File: config.mk
export PLATFORM = sky130hd
export DESIGN_NAME = tex_dcr_ctrl
export DESIGN_NICKNAME = d
export VERILOG_FILES = /design/src/rtl/tex_dcr_ctrl_pkg.sv /design/src/rtl/tex_inflight_cnt.sv /design/src/rtl/tex_dcr_ctrl.sv
export SDC_FILE = /design/constraint.sdc
export NUM_CORES = 2
export LEC_CHECK = 0
export CAP_MARGIN = 10
export CORE_UTILIZATION = 57
export DETAILED_ROUTE_END_ITERATION = 10
export HOLD_SLACK_MARGIN = 0.1
export PLACE_DENSITY = 0.77
export SYNTH_ARGS = -nofsm -noshare
export SYNTH_HDL_FRONTEND = slang
export SYNTH_SLANG_ARGS = --single-unit
File: constraint.sdc
create_clock -name clk -period 5.4 [get_ports clk]
set_input_delay 1.62 -clock clk [delete_from_list [all_inputs] [get_ports clk]]
set_output_delay 1.62 -clock clk [all_outputs]
set_load 0.1 [all_outputs]
File: src/rtl/tex_dcr_ctrl_pkg.sv
// Shared texture types: DCR address map, controller FSM states and the
// per-stage register image served to the sampler.
package tex_dcr_ctrl_pkg;

    localparam int unsigned TEX_LOD_MAX     = 7;
    localparam int unsigned TEX_LOD_BITS    = 4;
    localparam int unsigned TEX_MIPOFF_BITS = 25;

    localparam logic [7:0] TEX_DCR_STAGE       = 8'h00;
    localparam logic [7:0] TEX_DCR_BADDR       = 8'h01;
    localparam logic [7:0] TEX_DCR_FORMAT      = 8'h02;
    localparam logic [7:0] TEX_DCR_FILTER      = 8'h03;
    localparam logic [7:0] TEX_DCR_WRAPS       = 8'h04;
    localparam logic [7:0] TEX_DCR_LOGDIMS     = 8'h05;
    localparam logic [7:0] TEX_DCR_COMMIT      = 8'h06;
    localparam logic [7:0] TEX_DCR_MIPOFF_BASE = 8'h10;

    typedef enum logic [1:0] {
        IDLE,
        DRAIN,
        COPY
    } tex_dcr_state_t;

    typedef struct packed {
        logic [31:0]                                 baddr;
        logic [TEX_LOD_MAX:0][TEX_MIPOFF_BITS-1:0]   mipoff;
        logic [1:0][TEX_LOD_BITS-1:0]                logdims;
        logic [1:0][1:0]                             wraps;
        logic [2:0]                                  format;
        logic                                        filter;
    } tex_dcrs_t;

endpackage

File: src/rtl/tex_inflight_cnt.sv
// Saturating per-stage in-flight request counter with full/empty flags.
module tex_inflight_cnt #(
    parameter int unsigned MAX_INFLIGHT = 16,
    parameter int unsigned CNT_BITS     = $clog2(MAX_INFLIGHT + 1)
) (
    input  logic clk,
    input  logic reset,
    input  logic inc,
    input  logic dec,
    output logic full,
    output logic empty
);

    logic [CNT_BITS-1:0] count_q;
    logic [CNT_BITS-1:0] count_d;

    assign full  = (count_q == CNT_BITS'(MAX_INFLIGHT));
    assign empty = (count_q == '0);

    always_comb begin
        count_d = count_q;
        if (inc && !dec && !full) begin
            count_d = count_q + CNT_BITS'(1);
        end else if (dec && !inc && !empty) begin
            count_d = count_q - CNT_BITS'(1);
        end
    end

    always_ff @(posedge clk or negedge reset) begin
        if (!reset) begin
            count_q <= '0;
        end else begin
            count_q <= count_d;
        end
    end

    a_no_underflow : assert property (@(posedge clk) disable iff (!reset) !(dec && !inc && empty))
        else $error("tex_inflight_cnt: done on empty counter");

endmodule

File: src/rtl/tex_dcr_ctrl.sv
// Texture DCR controller: shadow/active register copies per stage, drained
// commit, and one-cycle lookup of the active copy for the sampler.
module tex_dcr_ctrl
    import tex_dcr_ctrl_pkg::*;
#(
    parameter int unsigned NUM_STAGES   = 2,
    parameter int unsigned MAX_INFLIGHT = 16,
    parameter int unsigned STAGE_BITS   = (NUM_STAGES > 1) ? $clog2(NUM_STAGES) : 1
) (
    input  logic                  clk,
    input  logic                  reset,
    input  logic                  dcr_wr_valid,
    output logic                  dcr_wr_ready,
    input  logic [7:0]            dcr_wr_addr,
    input  logic [31:0]           dcr_wr_data,
    input  logic                  req_valid,
    output logic                  req_ready,
    input  logic [STAGE_BITS-1:0] req_stage,
    output logic                  rsp_valid,
    output tex_dcrs_t             rsp_dcrs,
    input  logic                  done_valid,
    input  logic [STAGE_BITS-1:0] done_stage,
    output logic                  busy
);

    tex_dcr_state_t        state_q, state_d;
    logic [STAGE_BITS-1:0] sel_q, sel_d;
    logic [STAGE_BITS-1:0] cstage_q, cstage_d;
    tex_dcrs_t             shadow_q [NUM_STAGES];
    tex_dcrs_t             shadow_d [NUM_STAGES];
    tex_dcrs_t             active_q [NUM_STAGES];
    tex_dcrs_t             active_d [NUM_STAGES];
    logic                  rsp_valid_q, rsp_valid_d;
    tex_dcrs_t             rsp_dcrs_q, rsp_dcrs_d;

    logic [NUM_STAGES-1:0] cnt_full;
    logic [NUM_STAGES-1:0] cnt_empty;
    logic                  wr_fire;
    logic                  req_fire;

    for (genvar s = 0; s < NUM_STAGES; s++) begin : g_cnt
        tex_inflight_cnt #(
            .MAX_INFLIGHT (MAX_INFLIGHT)
        ) u_cnt (
            .clk   (clk),
            .reset (reset),
            .inc   (req_fire && (req_stage == STAGE_BITS'(s))),
            .dec   (done_valid && (done_stage == STAGE_BITS'(s))),
            .full  (cnt_full[s]),
            .empty (cnt_empty[s])
        );
    end

    assign dcr_wr_ready = (state_q == IDLE);
    assign wr_fire      = dcr_wr_valid && dcr_wr_ready;
    assign req_fire     = req_valid && req_ready;
    assign rsp_valid    = rsp_valid_q;
    assign rsp_dcrs     = rsp_dcrs_q;
    assign busy         = (state_q != IDLE) || !(&cnt_empty);

    // Only the stage being committed is held off; other stages keep flowing.
    always_comb begin
        req_ready = 1'b1;
        if (cnt_full[req_stage]) begin
            req_ready = 1'b0;
        end
        if ((state_q != IDLE) && (req_stage == cstage_q)) begin
            req_ready = 1'b0;
        end
    end

    always_comb begin
        state_d     = state_q;
        sel_d       = sel_q;
        cstage_d    = cstage_q;
        shadow_d    = shadow_q;
        active_d    = active_q;
        rsp_valid_d = req_fire;
        rsp_dcrs_d  = rsp_dcrs_q;

        if (req_fire) begin
            rsp_dcrs_d = active_q[req_stage];
        end

        if (wr_fire) begin
            case (dcr_wr_addr)
                TEX_DCR_STAGE: begin
                    // Range check on the full word so aliased values are ignored too.
                    if (dcr_wr_data < 32'(NUM_STAGES)) begin
                        sel_d = dcr_wr_data[STAGE_BITS-1:0];
                    end
                end
                TEX_DCR_BADDR:   shadow_d[sel_q].baddr    = dcr_wr_data;
                TEX_DCR_FORMAT:  shadow_d[sel_q].format   = dcr_wr_data[2:0];
                TEX_DCR_FILTER:  shadow_d[sel_q].filter   = dcr_wr_data[0];
                TEX_DCR_WRAPS: begin
                    shadow_d[sel_q].wraps[0] = dcr_wr_data[1:0];
                    shadow_d[sel_q].wraps[1] = dcr_wr_data[3:2];
                end
                TEX_DCR_LOGDIMS: begin
                    shadow_d[sel_q].logdims[0] = dcr_wr_data[TEX_LOD_BITS-1:0];
                    shadow_d[sel_q].logdims[1] = dcr_wr_data[16+:TEX_LOD_BITS];
                end
                default: begin
                    for (int unsigned l = 0; l <= TEX_LOD_MAX; l++) begin
                        if (dcr_wr_addr == (TEX_DCR_MIPOFF_BASE + 8'(l))) begin
                            shadow_d[sel_q].mipoff[l] = dcr_wr_data[TEX_MIPOFF_BITS-1:0];
                        end
                    end
                end
            endcase
        end

        case (state_q)
            IDLE: begin
                if (wr_fire && (dcr_wr_addr == TEX_DCR_COMMIT)) begin
                    state_d  = DRAIN;
                    cstage_d = sel_q;
                end
            end
            DRAIN: begin
                if (cnt_empty[cstage_q]) begin
                    state_d = COPY;
                end
            end
            COPY: begin
                active_d[cstage_q] = shadow_q[cstage_q];
                state_d            = IDLE;
            end
            default: state_d = IDLE;
        endcase
    end

    always_ff @(posedge clk or negedge reset) begin
        if (!reset) begin
            state_q     <= IDLE;
            sel_q       <= '0;
            cstage_q    <= '0;
            rsp_valid_q <= 1'b0;
            rsp_dcrs_q  <= '0;
            for (int unsigned s = 0; s < NUM_STAGES; s++) begin
                shadow_q[s] <= '0;
                active_q[s] <= '0;
            end
        end else begin
            state_q     <= state_d;
            sel_q       <= sel_d;
            cstage_q    <= cstage_d;
            rsp_valid_q <= rsp_valid_d;
            rsp_dcrs_q  <= rsp_dcrs_d;
            shadow_q    <= shadow_d;
            active_q    <= active_d;
        end
    end

endmodule

==> reports/qor.yml <==
drv_cap: 0
total_power_w: 0.0201
most-common-layout-cells: "1,257 x mux2_2, 1,254 x dfrtp_1, 295 x clkdlybuf4s50_1, 197 x nand2_1, 163 x o21ai_0"
h-tree-depth: 3
worstSkewPairLatency_ns: 0.70
grt_pass1_wl_um: 191000
hpwlAfterDp_um: 77200
finalHoldViolCount: 0
cts_tree: "built"
final_area_um2: 59000
setup_viol: 0
drive_above_1_share_pct: 41.8
ant_nets: 0
viasPerCell: 5.91
numPortBuffers: 298
core_area_um2: 87200
cts_resized: 0
critPathLaunch: "g_cnt[1].u_cnt.count_q[1]"
relSlewSlack_pct: 17.6
outcome: "complete, no violations"
wl_per_cell_um: 25.0
worst-r2r-cell-count: 8
p_sw_share_pct: 22.2
ys_warn_count: 0
period_minus_slack_ns: 4.63
syn-cell-area_um2: 50400
drt_iter0_drc: 1921
netlist.top_cell.by_area: "dfrtp_1"
layout.nets: 3695
critical_path_class: "reg2out"
p_sw_w: 0.00446
startpoint_type: "register"
place_area_um2: 54600
crit_path_end: "busy"
overflow: 0
nFillCells: 5895
final_util_pct: 67.7
grt_util_met3_pct: 4.38
power_frac_clock_pct: 45.9
grt_antenna_before_repair: 8
cts-root-buf: "clkbuf_16"
cp_max_fo: 5
dp_slack_ns: 0.761
power_per_cell_area_nw_per_um2: 340
postSynthCellCount: 3354
clock_skew_ns: 0.0306
path_clk_slew_ns: 0.07
cts_setup_buffers: 0
ios: 299
r2r_slack_ns: 2.11
fmax_mhz: 216
synth.distinct_cells: 58
leakage_nw: 29.4
rsz0062_at_grt: "no"
grt_pass1_vias: 31349
met2_usage_pct: 45.6
min_path_type: "reg2reg"
p_int_w: 0.0156
arrival_ns: 3.01
pwr-share-seq_pct: 48.3
fp-row-count: 108
grtUsageTotal_pct: 27.9
final_common_cell: "mux2_2"
ys.flop_type: "dfrtp_1"
fin_crit_sh_pct: 85.7
drt_wl_total_um: 122000
synthToLayoutAreaGrowth_pct: 17.1
p_comb_share_pct: 5.8
ys_top_cells_by_area: "dfrtp_1 62%, mux2_2 28%, o21ai_0 1.6%"
slowest_delay_ns: 0.97
syn_nets: 3409
clockBufferDepth: 3
synth_top_area_share_pct: 62.3
die_width_um: 299
worstPathCellList: "or4_1 -> nor2_1 -> nand3_1 -> clkdlybuf4s50_1"
final.setup.tns_ns: 0
synth_edf_count: 0
drc: 0
ir_drop_uv: 308
setup_slack_ns: 0.772
die_area_um2: 89700
avgSynthCellArea_um2: 15.0
tightest_slew_ns: 1.23
grt_use_met1_pct: 38.8
top_usage_layer: "met2"
ys_seq_area_share_pct: 62.3
crit_slowest_cell: "clkdlybuf4s50_1"
cp_data_required_time_ns: 3.78
slew_violations: 0
numCtsBuffers: 121
ctsHoldBuffers: 0
gp_congestion: 0.850
die_h_um: 299
vias: 28964
r2r_end: "g_cnt[0].u_cnt.count_q[4]"
start_util_pct: 57.9
grt_max_degree: 152
clkSinkCount: 1255
ys_seq_elements: 1255
r2r-start: "state_q[1]"
crit_path_end_kind: "output port"
synthArstFlopShare_pct: 100
first_pass_iters: 5
## synth_stat cells, types with 7 or more instances
| library cell | n |
|---|---|
| nor2b_1 | 28 |
| mux2_1 | 40 |
| nand2_2 | 7 |
| buf_4 | 15 |
| a22oi_1 | 8 |
| mux2_2 | 1257 |
| nand2_1 | 197 |
| o21ai_0 | 163 |
| nor2_1 | 7 |
| nor4_1 | 11 |
| buf_6 | 16 |
| nor3_1 | 8 |
| nand3_1 | 7 |
| clkbuf_1 | 89 |
| o2bb2ai_1 | 10 |
| buf_1 | 8 |
| buf_2 | 66 |
| and2_1 | 34 |
| nand4_1 | 11 |
| a21o_1 | 8 |
| dfrtp_1 | 1255 |
| a22o_1 | 33 |
## stage by stage
| stage | instances | hold WS [ns] |
|---|---|---|
| floorplan | 3354 | 0.444 |
| global placement | 4668 | 0.457 |
| detailed placement | 4670 | 0.466 |
| CTS | 4895 | 0.480 |
| global route | 4898 | 0.498 |
| finish | 4904 | 0.477 |
## worst min-delay path by stage
stage,start,to,slack [ns],cells after the start
floorplan,active_q[0],active_q[0],0.44,2
global placement,shadow_q[168],shadow_q[168],0.46,2
detailed placement,shadow_q[185],shadow_q[185],0.47,2
CTS,shadow_q[84],shadow_q[84],0.48,2
global route,shadow_q[85],shadow_q[85],0.50,2
finish,shadow_q[20],shadow_q[20],0.48,2
## metal layers
layer  vias up  part of all wire, %
met5         -                    0
met4         0                  2.9
met3       195                  5.2
met2       771                   49
met1     15509                   43
li1      12489                    -
## kinds of logic after synthesis
group	count (synthesis)	share of synthesized area, %
fa+ha+maj	8	0.228
flops	1255	62.3
buf+inv	200	2.02
compound gates	247	3.00
simple gates	341	3.42
mux	1297	29.0
xor+xnor	6	0.104
## critical path: cells and delay by family, from the launching register on
family	cells	cell delay, ns
flops	1	0.45
buf+inv	1	0.97
simple gates	3	0.91
## power groups by stage
| stage | clock [W] | combinational, W | sequential, W |
|---|---|---|---|
| detailed placement | 0 | 0.00118 | 0.00986 |
| floorplan | 0 | 0.000627 | 0.00990 |
| CTS | 0.00934 | 0.00118 | 0.00969 |
| global placement | 0 | 0.00113 | 0.00985 |
| finish | 0.00922 | 0.00117 | 0.00969 |
| global route | 0.00974 | 0.00126 | 0.00971 |
## registers in the layout (all words and copies together), names as in the netlist
| register | flops |
|---|---|
| rsp_valid | 1 |
| cstage_q | 1 |
| state_q | 2 |
| sel_q | 1 |
| rsp_dcrs | 248 |
| active_q | 496 |
| g_cnt.u_cnt.count_q | 10 |
| shadow_q | 496 |
## area by class of cell
class / instances / area [um2] / share of cell area, %
clock buffers: 174 / 3650 / 6.18
well taps: 1155 / 1450 / 2.45
clock inverters: 51 / 787 / 1.33
diodes: 7 / 17.5 / 0.0297
flip-flops and latches: 1255 / 31400 / 53.2
multi-input cells: 1899 / 18000 / 30.6
repair buffers: 358 / 3670 / 6.22
inverters: 5 / 18.8 / 0.0318
Note: power is estimated with default switching activity, not from simulation.
